===== src/rtl/systolic_kv_pq_if.sv =====
// systolic_kv_pq_if: request/status bundle between the open-list queue and its user.
interface systolic_kv_pq_if #(
  parameter int KEY_W = 32,
  parameter int VAL_W = 16,
  parameter int CNT_W = 4
);
  logic             enq;
  logic             deq;
  logic             clr;
  logic [KEY_W-1:0] key;
  logic [VAL_W-1:0] val;
  logic             ready;
  logic             empty;
  logic             full;
  logic [CNT_W-1:0] count;
  logic [KEY_W-1:0] top_key;
  logic [VAL_W-1:0] top_val;
  logic             ovf;
  logic             udf;
  modport master (
    output enq, deq, clr, key, val,
    input  ready, empty, full, count, top_key, top_val, ovf, udf
  );
  modport slave (
    input  enq, deq, clr, key, val,
    output ready, empty, full, count, top_key, top_val, ovf, udf
  );
endinterface


===== src/rtl/systolic_kv_pq.sv =====
// systolic_kv_pq: IB/OB key-value priority queue (min or max) with replace, clear and a ready handshake.
module systolic_kv_pq #(
  parameter int DEPTH    = 4,
  parameter int KEY_W    = 32,
  parameter int VAL_W    = 16,
  parameter int MAX_MODE = 0,
  parameter int CNT_W    = $clog2(2 * DEPTH + 1)
) (
  input logic             clk,
  input logic             rst,
  systolic_kv_pq_if.slave bus
);
  localparam int CAP = 2 * DEPTH;
  localparam int L   = CAP - 1;
  typedef struct packed {
    logic             ok;
    logic [KEY_W-1:0] k;
    logic [VAL_W-1:0] v;
  } slot_t;
  typedef enum logic {READY, SETTLE} state_t;
  // q[0..DEPTH-1] are OB of cells 0..DEPTH-1; q[DEPTH..L] are IB of cells DEPTH-1..0, so IB[0] = q[L]
  slot_t            q     [CAP];
  slot_t            q_nxt [CAP];
  slot_t            u     [CAP];
  logic [CAP-1:0]   bx;
  state_t           state, state_nxt;
  logic [CNT_W-1:0] count, count_nxt;
  logic             ovf, udf, go, push, pop, full, empty;

  function automatic logic better(slot_t a, slot_t b);
    return a.ok && (!b.ok || (MAX_MODE != 0 ? a.k > b.k : a.k < b.k));
  endfunction

  assign full  = count == CNT_W'(CAP);
  assign empty = count == '0;
  assign go    = state == READY && (bus.enq || bus.deq || bus.clr);
  assign pop   = go && !bus.clr && bus.deq && !empty;
  assign push  = go && !bus.clr && bus.enq && (!full || bus.deq);

  // The cells ahead of IB[0] stay ordered, so the newcomer in IB[0] lands where it first beats a slot
  always_comb begin
    bx[L] = 1'b1;
    for (int j = 0; j < L; j++) bx[j] = better(q[L], q[j]);
    u[0] = bx[0] ? q[L] : q[0];
    for (int j = 1; j < CAP; j++) u[j] = bx[j-1] ? q[j-1] : (bx[j] ? q[L] : q[j]);
  end

  always_comb begin
    q_nxt     = u;
    count_nxt = count;
    state_nxt = (state == READY && (bus.clr || push || pop)) ? SETTLE : READY;
    if (go && bus.clr) begin
      q_nxt     = '{default: '0};
      count_nxt = '0;
    end else begin
      if (pop) begin
        for (int j = 0; j < L; j++) q_nxt[j] = q[j+1];
        q_nxt[L] = '0;
      end
      if (push) q_nxt[L] = '{ok: 1'b1, k: bus.key, v: bus.val};
      count_nxt = count + CNT_W'(push) - CNT_W'(pop);
    end
  end

  always_ff @(posedge clk or posedge rst) begin
    if (rst) begin
      state <= READY;
      count <= '0;
      ovf   <= 1'b0;
      udf   <= 1'b0;
      q     <= '{default: '0};
    end else begin
      state <= state_nxt;
      count <= count_nxt;
      ovf   <= go && !bus.clr && bus.enq && !bus.deq && full;
      udf   <= go && !bus.clr && bus.deq && empty;
      q     <= q_nxt;
    end
  end

  assign bus.ready   = state == READY;
  assign bus.empty   = empty;
  assign bus.full    = full;
  assign bus.count   = count;
  assign bus.top_key = q[0].ok ? q[0].k : '0;
  assign bus.top_val = q[0].ok ? q[0].v : '0;
  assign bus.ovf     = ovf;
  assign bus.udf     = udf;
endmodule


===== src/flat_wrapper.sv =====
// flat-port wrapper written by rule: the top's interface ports become plain ports
module systolic_kv_pq_flat 
#(
  parameter int DEPTH    = 4,
  parameter int KEY_W    = 32,
  parameter int VAL_W    = 16,
  parameter int MAX_MODE = 0,
  parameter int CNT_W    = $clog2(2 * DEPTH + 1)
)
  (clk, rst, bus_enq, bus_deq, bus_clr, bus_key, bus_val, bus_ready, bus_empty, bus_full, bus_count, bus_top_key, bus_top_val, bus_ovf, bus_udf);
  systolic_kv_pq_if #(.KEY_W(KEY_W), .VAL_W(VAL_W), .CNT_W(CNT_W)) bus_i ();
  input logic clk;
  input logic rst;
  input wire logic [$bits(bus_i.enq)-1:0] bus_enq;
  input wire logic [$bits(bus_i.deq)-1:0] bus_deq;
  input wire logic [$bits(bus_i.clr)-1:0] bus_clr;
  input wire logic [$bits(bus_i.key)-1:0] bus_key;
  input wire logic [$bits(bus_i.val)-1:0] bus_val;
  output wire logic [$bits(bus_i.ready)-1:0] bus_ready;
  output wire logic [$bits(bus_i.empty)-1:0] bus_empty;
  output wire logic [$bits(bus_i.full)-1:0] bus_full;
  output wire logic [$bits(bus_i.count)-1:0] bus_count;
  output wire logic [$bits(bus_i.top_key)-1:0] bus_top_key;
  output wire logic [$bits(bus_i.top_val)-1:0] bus_top_val;
  output wire logic [$bits(bus_i.ovf)-1:0] bus_ovf;
  output wire logic [$bits(bus_i.udf)-1:0] bus_udf;
  assign bus_i.enq = bus_enq;
  assign bus_i.deq = bus_deq;
  assign bus_i.clr = bus_clr;
  assign bus_i.key = bus_key;
  assign bus_i.val = bus_val;
  assign bus_ready = bus_i.ready;
  assign bus_empty = bus_i.empty;
  assign bus_full = bus_i.full;
  assign bus_count = bus_i.count;
  assign bus_top_key = bus_i.top_key;
  assign bus_top_val = bus_i.top_val;
  assign bus_ovf = bus_i.ovf;
  assign bus_udf = bus_i.udf;
  systolic_kv_pq #(.DEPTH(DEPTH), .KEY_W(KEY_W), .VAL_W(VAL_W), .MAX_MODE(MAX_MODE), .CNT_W(CNT_W)) u_core (.clk(clk), .rst(rst), .bus(bus_i));
endmodule

===== config.mk =====
export PLATFORM = sky130hd
export DESIGN_NAME = systolic_kv_pq_flat
export DESIGN_NICKNAME = d
export VERILOG_FILES = /design/src/rtl/systolic_kv_pq_if.sv /design/src/rtl/systolic_kv_pq.sv /design/src/flat_wrapper.sv
export SDC_FILE = /design/constraint.sdc
export NUM_CORES = 2
export LEC_CHECK = 0
export ABC_AREA = 1
export CAP_MARGIN = 0
export CORE_MARGIN = 2
export CORE_UTILIZATION = 60
export DETAILED_ROUTE_END_ITERATION = 10
export GPL_TIMING_DRIVEN = 0
export HOLD_SLACK_MARGIN = 0.06
export PLACE_DENSITY = 0.9
export SLEW_MARGIN = 40
export SYNTH_ARGS = -nofsm -noshare
export SYNTH_HDL_FRONTEND = slang
export SYNTH_SLANG_ARGS = --single-unit

===== constraint.sdc =====
create_clock -name clk -period 18.16 [get_ports clk]
set_input_delay 3.632 -clock clk [delete_from_list [all_inputs] [get_ports clk]]
set_output_delay 3.632 -clock clk [all_outputs]
set_load 0.01 [all_outputs]

==> reports/qor.csv <==
metric;value;unit
status;finished clean;
grt_max_degree;74;
postCtsSetupRepairBufs;0;
avgSynthCellArea;6.66;µm²
synthAdderAreaFrac;9.56;%
wl;117000;µm
antenna_left;0;
die_area;0.0508;mm²
synth_top_family_by_area;simple AND/OR/NAND/NOR gates;
worstSkewPairLatency;0.63;ns
grt_pass1_vias;30900;
globalRouteOverflowTotal;0;
root_buffer;clkbuf_16;
antenna_found_initial;1;
stdcell_count;5231;
relSlewSlack;31.7;%
crit_required;18.64;ns
ys_types;36;
ys.flop_type;dfrtp_1;
firstDrtPassIters;10;
fp-row-count;81;
vias;32700;
crit_arrival;7.65;ns
cp-end-kind;flop;
ys_seq_area_share;34.0;%
drcViolationCount;0;
nNetsFinal;4850;
ys_ff_latch;399;
synth_compound_area_share;11.4;%
worst_slew_pin_slew;1.02;ns
synth-simple-area-share;34.7;%
holdWs;0.480;ns
gp_congestion;1.05;
max-clock-path-buffers;3;
vdd_ir_drop_max;0.117;mV
start_util;60.4;%
clock-sinks;399;
die-height;225;µm
crit_fanout;10;
syn_to_final_growth;12.1;%
core;0.0486;mm²
crit_type;primary input to flop;
cts_tree;yes;
via_per_inst;6.24;
post-synth-top-count-cell;nand2_1;
synth_cells;4410;
slew_viol_final;0;
synth_top_area_share;34.0;%
ys.warnings.count;0;
power_density;207;mW/mm²
skew;0.0325;ns
fp.dieW;225;µm
syn_area;0.0294;mm²
ctsResizeCount;0;
grt_pass1_wl;177000;µm
rsz0062_at_grt;false;
synth.top_cells.by_count;nand2_1, nand3_1, inv_1, dfrtp_1, nor2_1;
synth_edf_count;0;
wl_per_cell;22.4;µm
cts_made_buffers;46;
synthMuxAreaShare;0;%
io_buffers;109;
synthTopCellsByArea;dfrtp_1, nand2_1, nand3_1, ha_1, inv_1;
drive_gt1_share;4.95;%
cp-start-kind;primary input;
synthXorXnorAreaFrac;0.0298;%
place_inst;5147;
syn_nets;4687;
fmax;140;MHz
htree_levels;2;
dpl.hpwl;83400;µm
tns;0;ns
drtIter0Drc;4856;
hold_viol_final;0;
period_minus_slack;7.16;ns
grt_usage;46.0;%
synth_area_leader_cell;dfrtp_1;
cap_violations;0;
async_flop_share;100;%
final.period_utilization;39.5;%
num_io_pins;110;
report.power.total;6.81;mW
clk_pin_slew;0.06;ns
hold_path.class;flop to flop;
setup_viol;0;
hold_buffers;0;
leakagePower;17.6;nW
stage by stage:
step	cell area (µm²)	setup slack (ns)	util, %
after floorplan	29400	3.43	-
after global placement	31300	-1.97	64.2
after global routing	33000	10.95	67.7
after CTS	32900	11.26	67.7
final	33000	11.00	67.7
after detailed placement	31400	10.66	64.6
critical path: stages:
cell and delay (ns):
clkdlybuf4s50_1 0.46, inv_1 0.05, nor3_1 0.13, inv_1 0.08, nor2_1 0.34, buf_2 0.40
clkbuf_1 0.60, clkbuf_1 0.77, ha_1 0.38, inv_1 0.07, ha_1 0.20, fa_1 0.43
inv_1 0.06, nor2_1 0.04
power by group:
part	switching [mW]	internal (mW)
sequential	0.354	1.23
combinational	2.94	1.31
clock	0.421	0.550
total	3.72	3.09
cells in the final DEF, fill, tap and decap left out, types with 14 or more instances in the layout:
cell             count
a21oi_1            222
buf_1               23
buf_2               60
buf_4               31
clkbuf_1           165
clkbuf_16           46
clkdlybuf4s50_1    109
dfrtp_1            399
ha_1               223
inv_1              444
nand2_1           1522
nand3_1            564
nand4_1             59
nor2_1             260
o21ai_0            184
o21bai_1            94
o22ai_1             56
or2_2               14
logic make-up after synthesis:
kind of cell	count (synthesis)
simple gates	2451
buf+inv	743
compound gates	592
flops	399
fa+ha+maj	224
xor+xnor	1
per-layer routing:
| metal | share of wire, % | vias up | track usage, % |
|---|---|---|---|
| li1 | - | 14600 | - |
| met1 | 37 | 14900 | 58.1 |
| met2 | 41 | 2586 | 65.9 |
| met3 | 16 | 581 | 17.2 |
| met4 | 7.3 | 2 | 30.3 |
| met5 | 0.0094 | - | 0.293 |
final timing paths:
path	from	to	slack (ns)	cells after the start
setup / recovery	bus_deq	u_core.bus.count[1]$_DFF_PP0_	11.00	14
hold / removal	u_core.q[118]$_DFFE_PP0P_	u_core.q[118]$_DFFE_PP0P_	0.48	2
setup reg to reg	u_core.q[47]$_DFFE_PP0P_	u_core.q[370]$_DFFE_PP0P_	13.82	14
hold reg to reg	u_core.q[118]$_DFFE_PP0P_	u_core.q[118]$_DFFE_PP0P_	0.48	2
max in group asynchronous	rst	u_core.q[152]$_DFFE_PP0P_	13.41	5
min in group asynchronous	rst	u_core.q[373]$_DFFE_PP0P_	3.40	2
flip-flops by register name, indices dropped and copies added (netlist names):
register / flops
u_core.bus.udf: 1
u_core.bus.count: 4
u_core.state: 1
u_core.bus.ovf: 1
u_core.q: 392
cell type report:
type                    count  area, µm²
clock inverters            10        121
inverters                 456       1720
diodes                      1       2.50
clock buffers              73       1380
fillers                  4330      15700
flip-flops and latches    399       9980
plain buffers             287       1350
repair buffers            115       1260
well taps                 622        778
multi-input cells        3268      16400
Note: power is estimated with default switching activity, not from simulation.
